[src/rtl/regbank_write_ctrl.sv]
// Write-port arbiter and clear sequencer for a bank of write-enabled registers.
// Build option REGBANK_ROUND_ROBIN_EN selects round-robin tie breaking (default: A has fixed priority).
//
// state    | meaning
// ---------+---------------------------------------------------------------
// ST_IDLE  | arbitrate REQ_A / REQ_B, or start a sweep when SWEEP is high
// ST_SWEEP | present WEN for register cnt with zero data, one register per cycle
module regbank_write_ctrl #(
  parameter int NREGS = 8,
  parameter int AW    = 3,
  parameter int WIDTH = 8
) (
  input  logic             C,
  input  logic             CLR,
  input  logic             REQ_A,
  input  logic [AW-1:0]    ADDR_A,
  input  logic [WIDTH-1:0] DATA_A,
  input  logic             REQ_B,
  input  logic [AW-1:0]    ADDR_B,
  input  logic [WIDTH-1:0] DATA_B,
  input  logic             SWEEP,
  output logic             ACK_A,
  output logic             ACK_B,
  output logic [NREGS-1:0] WEN,
  output logic [WIDTH-1:0] DOUT,
  output logic             BUSY
);

  localparam logic [0:0]       ST_IDLE  = 1'b0;
  localparam logic [0:0]       ST_SWEEP = 1'b1;
  localparam logic [NREGS-1:0] WEN_ONE  = {{(NREGS-1){1'b0}}, 1'b1};
  localparam logic [AW-1:0]    CNT_LAST = AW'(NREGS-1);

  logic [0:0]    state;
  logic [AW-1:0] cnt;
  logic          grant_a;
  logic          grant_b;

`ifdef REGBANK_ROUND_ROBIN_EN
  logic last_b;

  // On a tie, A wins only when B was the most recent grant.
  assign grant_a = REQ_A && (!REQ_B || last_b);
`else
  assign grant_a = REQ_A;
`endif
  assign grant_b = REQ_B && !grant_a;

  always_ff @(posedge C or posedge CLR) begin
    if (CLR) begin
      state <= ST_IDLE;
      cnt   <= '0;
      ACK_A <= 1'b0;
      ACK_B <= 1'b0;
      WEN   <= '0;
      DOUT  <= '0;
      BUSY  <= 1'b0;
`ifdef REGBANK_ROUND_ROBIN_EN
      last_b <= 1'b1;
`endif
    end else begin
      ACK_A <= 1'b0;
      ACK_B <= 1'b0;
      case (state)
        ST_IDLE: begin
          if (SWEEP) begin
            state <= ST_SWEEP;
            BUSY  <= 1'b1;
            cnt   <= '0;
            WEN   <= WEN_ONE;
            DOUT  <= '0;
          end else if (grant_a) begin
            WEN   <= WEN_ONE << ADDR_A;
            DOUT  <= DATA_A;
            ACK_A <= 1'b1;
`ifdef REGBANK_ROUND_ROBIN_EN
            last_b <= 1'b0;
`endif
          end else if (grant_b) begin
            WEN   <= WEN_ONE << ADDR_B;
            DOUT  <= DATA_B;
            ACK_B <= 1'b1;
`ifdef REGBANK_ROUND_ROBIN_EN
            last_b <= 1'b1;
`endif
          end else begin
            WEN <= '0;
          end
        end
        default: begin
          // cnt wraps to zero on the same edge the sweep hands back to IDLE.
          cnt <= cnt + 1'b1;
          if (cnt == CNT_LAST) begin
            state <= ST_IDLE;
            BUSY  <= 1'b0;
            WEN   <= '0;
          end else begin
            WEN <= WEN_ONE << (cnt + 1'b1);
          end
        end
      endcase
    end
  end

endmodule

[config.mk]
export PLATFORM = sky130hd
export DESIGN_NAME = regbank_write_ctrl
export DESIGN_NICKNAME = d
export VERILOG_FILES = /design/src/rtl/regbank_write_ctrl.sv
export SDC_FILE = /design/constraint.sdc
export NUM_CORES = 1
export LEC_CHECK = 0
export ABC_AREA = 1
export CORE_ASPECT_RATIO = 0.75
export CORE_MARGIN = 1
export CORE_UTILIZATION = 25
export CTS_BUF_LIST = sky130_fd_sc_hd__clkbuf_16
export DETAILED_ROUTE_END_ITERATION = 8
export GPL_ROUTABILITY_DRIVEN = 0
export GPL_TIMING_DRIVEN = 0
export PLACE_DENSITY_LB_ADDON = 0.12
export SLEW_MARGIN = 20
export SYNTH_ARGS = -nofsm -noshare
export SYNTH_HDL_FRONTEND = slang
export SYNTH_SLANG_ARGS = --single-unit
[constraint.sdc]
create_clock -name C -period 1.9 [get_ports C]
set_clock_uncertainty 0.05 [all_clocks]
set_input_delay 0.285 -clock C [delete_from_list [all_inputs] [get_ports C]]
set_output_delay 0.285 -clock C [all_outputs]
set_load 0.03 [all_outputs]
* Word-level counts from Yosys, hierarchy flattened
Cells that the tools add are included.
** Storage, ports and cells
- Flip-flop bits (word level) :: 23
- Output and inout port bits :: 19
** Cells by class
- Add/subtract/negate cells :: 1
- Eq/ne operators :: 2
- Shift operators :: 3
- Mux-type cells :: 23
- Bitwise gates (word level) :: 1
- Reduce and logical (&&, ||, !) cells :: 6
** Operators with widths (number)
- 8-bit 2-to-1 mux :: 8
- 1-bit by 3-bit << shifter with 8-bit output (first input constant) :: 3
- 1-bit 2-to-1 mux :: 13
- 3-bit 2-to-1 mux :: 2
- 2-bit AND reduction :: 2
- 3-bit by 1-bit adder with 3-bit output (second input constant) :: 1
- 3-bit equality test (second input constant) :: 1
- 3-bit nonzero test :: 1
- 2-bit by 1-bit != test with 1-bit output (second input constant) :: 1
- 2-bit nonzero test :: 1
- 1-bit logical AND :: 1
- 1-bit logical NOT :: 1
- 1-bit NOT :: 1

* Logic depth before layout (Yosys ltp)
- Depth after elaboration :: 6
- Depth in mapped cells :: 7

* Worst setup path before layout
Ideal clock, no wire load.
- Path kind :: flip-flop to flip-flop
- Start :: register cnt[0]
- End :: register WEN[0]
- Library setup time :: 0.065 ns
- Arrival :: 1.266 ns
- Required time :: 1.785 ns
- Path slack :: 0.519 ns
- Cell stages (with the launch flop) :: 7
- Buffers on the path :: 0
- Period minus slack after synthesis :: 1.381 ns
- Cells stage by stage :: dfrtp_1 -> ha_1 -> ha_1 -> or2_4 -> nor2_4 -> nand2_1 -> nand2_1
** On the way
- Cells in the longest elaborated chain, start to end :: 4
** Ends and longest elaborated chain
- start: declaration :: line 35 : logic [AW-1:0] cnt;
- start signal: assignment :: line 92 : cnt <= cnt + 1'b1;
- 3-bit by 1-bit adder with 3-bit output :: line 98 : WEN <= WEN_ONE << (cnt + 1'b1);
- 1-bit by 3-bit << shifter with 8-bit output :: line 98
- 8-bit 2-to-1 mux (*) :: line 93 : if (cnt == CNT_LAST) begin
- 8-bit 2-to-1 mux (*) :: line 64 : case (state)
- end signal: assignment :: line 73 : WEN <= WEN_ONE << ADDR_A;
- end signal: assignment :: line 80 : WEN <= WEN_ONE << ADDR_B;
- end signal: assignment :: line 98
- end: declaration :: line 24 : output logic [NREGS-1:0] WEN,
Mark *: on every way between the ends. The rest lies on a longest branch, timed or not.
A chain may end at the register's enable or synchronous reset.

* Final worst setup path
- Start :: register DOUT[5]
- End :: output DOUT[5]
** RTL lines
- start: declaration :: line 25 : output logic [WIDTH-1:0] DOUT,
- start signal: assignment :: line 56 : DOUT <= '0;
- start signal: assignment :: line 71 : DOUT <= '0;
- start signal: assignment :: line 74 : DOUT <= DATA_A;
No word-level cell between the ends.

==> metrics list <==
* Standby leakage power: 0.938 nW
- In the routed layout, each cell is associated on average with a via count of 4.13.
- Worst EP required: about 1.6 ns
* Top Ports: 46
- Power per unit of standard cell area: approximately 1400 nW/um^2
- FP Rows: 22
* Worst-margin pin slew: approximately 0.9 ns
- The number of gates resized after CTS was 0.
- For this run the aggregate overflow at the end of global routing stands at 0.
* Total routing usage reported by global routing: around an eighth
* WL/cell: 10.8 microns
- For this run, the top clock speed supported by timing is 0.616 GHz.
- The worst setup path is of the reg -> out kind.
* Part of the Yosys area used for sequential elements: 44.9%
* Post-synthesis sequential element count: 23
- In the synthesized netlist the async set-or-reset flop fraction comes to 100%.
- Slowest library cell on the worst path: sky130_fd_sc_hd__clkdlybuf4s50_1
* Status: complete, no violations
* Max-slew headroom at the worst pin: approximately two fifths
- In the synthesized netlist, the cells that appear most often are 68 x sky130_fd_sc_hd__nand2_1, 23 x sky130_fd_sc_hd__dfrtp_1, 22 x sky130_fd_sc_hd__inv_1.
- In this run, the clock network consumes between 10% and 20% of the power.
* Largest voltage drop on the vdd net: 0.499 mV
* Setup repair after global routing missed its margin: no
- Main area contributors after synthesis: sky130_fd_sc_hd__dfrtp_1 45%, sky130_fd_sc_hd__nand2_1 20%, sky130_fd_sc_hd__inv_1 6.4%
- Most instantiated flip-flop cell in the synthesis netlist: sky130_fd_sc_hd__dfrtp_1
- Of the cells placed in the final design, the portion with a size suffix greater than 1 is 5.86%.
* Standard cell core area: ~5000 sq um
- The Yosys step of the flow raised 0 warnings.
- In this run switching power makes up 41.7% of total power.
- Pin count of the biggest net entering global routing: 24
* Synth Net Count: just over 200
* Final #Nets: approximately 260
- Measured along the y axis, the die boundary spans roughly 64 microns.
- Max-slew violation count: 0
- Clock insertion delay at the later pin of the skew report: approximately 0.26 ns
- Biggest cell delay along the critical path: between 0.6 and 0.7 ns
* Post-synth EDFFs: 0
* Maximum Capacitance Violations: 0
- Maximum buffer depth of the clock tree: 2
* Length in cells of the worst reg-to-reg path: 6
* Pre-CTS setup slack: just under 0.2 ns
- Among cell families on the critical path, the largest total delay comes from buffers and inverters.
* DRC violations left: 0
- The root buffer cell chosen for the clock tree is sky130_fd_sc_hd__clkbuf_16.
* Count of input and output buffers: 45
* Number of antenna violations at the first check in global routing: 0
- Count of distinct cell types in the synthesized netlist: 17
- Hold buffer count at cts: 0
- The final-report hold violation count was 0.
* Total die area: roughly 5400 sq um
- Ant diodes: 0
* Post-CTS Setup Bufs: 0
- Clock buffers created by TritonCTS: 3
* Synthesized area per cell: ~7.4 sq um
- Measured along the x axis, the die boundary spans roughly 85 microns.
* Total power of the final layout: about 0.0026 W
- Cell type with the highest aggregate area in the netlist: sky130_fd_sc_hd__dfrtp_1
* Critical path, cell by cell: clkdlybuf4s50_1
- The worst hold path belongs to the class reg -> reg.
- Number of search-and-repair iterations in the first detailed-routing pass: 6
* Mapped Area: approximately 1300 sq um
- Across all setup checks in the final design, the least slack found is around 0.28 ns.
* First-iteration detailed-routing DRC count: 53
- Data arrival at the endpoint of the critical path: 1.29 ns
- The detail route stage leaves a number of antenna-violating nets equal to 0.
* Share of the synthesized area in the top cell type: between 40% and 50%
* Half-perimeter wire length after detailed placement: about 2.4 mm
- Summed over all failing endpoints, the final setup total negative slack is 0 ns.
- Final setup fails: 0
- Worst-path clk slew: 0.06 ns
* Leading cell type by number of instances after synthesis: sky130_fd_sc_hd__nand2_1
- Core Util, Final: around two fifths
- Fraction of power consumed by sequential logic: a little under a third
- Share of total power in combinational logic: a little over half
- Kind of end point of the critical path: output port
* Effective utilization at floorplan: a little over a quarter
- Together, buffers and inverters on the worst path number 1.
- TritonCTS built the clock tree.
- In this run the number of H-tree levels came out at 1.
- The worst setup path is launched from a flip-flop.
- Final min period: around 1.6 ns
* First-pass GRT wire length: between 4 and 5 mm
- Switching power summed over all nets: 0.00110 W
- The via count of the first global-routing pass came to 1072.
- For this block, the routed nets add up to around 3 mm of wire.
- Fraction of the cycle the final worst path needs: 85.4%
- Number of vias in the routed layout: 1166
- Cell depth of the worst hold path: 2
- Number of stages on the worst setup path: 1
- Number of clock sinks: 23
- Along the worst path, the maximum fanout reaches 2.
* Layout area overhead: 47.3%
- Internal power summed over all cells: between 0.0015 and 0.002 W
- Post-synthesis instance total: between 150 and 200
[power by group through the flow]
| stage | logic, W | clock network, W | registers, W |
|---|---|---|---|
| floorplan | 0.000550 | 0 | 0.00112 |
| global placement | 0.00138 | 0 | 0.000820 |
| detailed placement | 0.00138 | 0 | 0.000821 |
| CTS | 0.00138 | 0.000469 | 0.000814 |
| global route | 0.00149 | 0.000488 | 0.000839 |
| finish | 0.00137 | 0.000452 | 0.000813 |
[registers in the layout (all words and copies together) (netlist names)]
name,count
ACK_A,1
BUSY,1
WEN,8
cnt,3
state,1
ACK_B,1
DOUT,8
[stage by stage]
stage	instance area [sq um]	hold slack [ns]	std cells
floorplan	1280	0.237	173
global placement	1810	0.439	278
detailed placement	1810	0.436	278
CTS	1890	0.459	282
global route	1890	0.492	282
finish	1890	0.456	282
[final cells by class]
class,instances,area (sq um)
buffer,3,23.8
clock buffer,3,75.1
clock inverter,1,5.00
fill,522,3010
inverter,24,90.1
multi-input combinational,123,592
sequential,23,576
tap,60,75.1
timing repair buffer,45,450
[cells by family (layout without fill, tap and decap cells)]
family	count (synthesis)	in the layout	synth area share, %
AND/OR/NAND/NOR	102	102	33.6
AO/OA/AOI/OAI	15	15	6.74
adder cells (fa/ha/maj)	6	6	5.86
buffers and inverters	27	76	8.89
flip-flops	23	23	44.9
[layout by cell type (no fill, tap or decap)]
| cell | netlist | routed |
|---|---|---|
| sky130_fd_sc_hd__clkdlybuf4s50_1 | 0 | 45 |
| sky130_fd_sc_hd__inv_1 | 22 | 22 |
| sky130_fd_sc_hd__buf_6 | 1 | 1 |
| sky130_fd_sc_hd__o21ai_0 | 5 | 5 |
| sky130_fd_sc_hd__nor2_4 | 3 | 3 |
| sky130_fd_sc_hd__inv_2 | 1 | 1 |
| sky130_fd_sc_hd__nand2_1 | 68 | 68 |
| sky130_fd_sc_hd__a21oi_4 | 1 | 1 |
| sky130_fd_sc_hd__clkbuf_16 | 0 | 3 |
| sky130_fd_sc_hd__buf_2 | 1 | 1 |
| sky130_fd_sc_hd__clkinv_2 | 0 | 1 |
| sky130_fd_sc_hd__nor2_1 | 14 | 14 |
| sky130_fd_sc_hd__or2_4 | 1 | 1 |
| sky130_fd_sc_hd__a21oi_1 | 1 | 1 |
| sky130_fd_sc_hd__dfrtp_1 | 23 | 23 |
| sky130_fd_sc_hd__nand3_1 | 16 | 16 |
| sky130_fd_sc_hd__buf_4 | 1 | 1 |
| sky130_fd_sc_hd__clkinv_1 | 1 | 1 |
| sky130_fd_sc_hd__o21ai_1 | 8 | 8 |
| sky130_fd_sc_hd__ha_1 | 6 | 6 |
[metal layers]
metal	vias to the layer above	track usage, %	share of wire, %	wire length, microns
met2	17	18.5	43	1320
li1	628	-	-	-
met3	5	4.39	4.8	147
met1	516	15.6	50	1540
met5	-	0	0	0
met4	0	4.45	1.3	39
[worst paths after layout]
kind / start / to / slack, ns
min in group asynchronous: CLR / DOUT[1] / 0.47
worst max register to register: cnt[0] / WEN[6] / 0.38
worst min register to register: cnt[2] / cnt[2] / 0.46
max in group asynchronous: CLR / DOUT[4] / 0.79
worst min-delay path: cnt[2] / cnt[2] / 0.46
worst max-delay path: DOUT[5] / DOUT[5] / 0.28
Power figures use the tool's default switching activity.
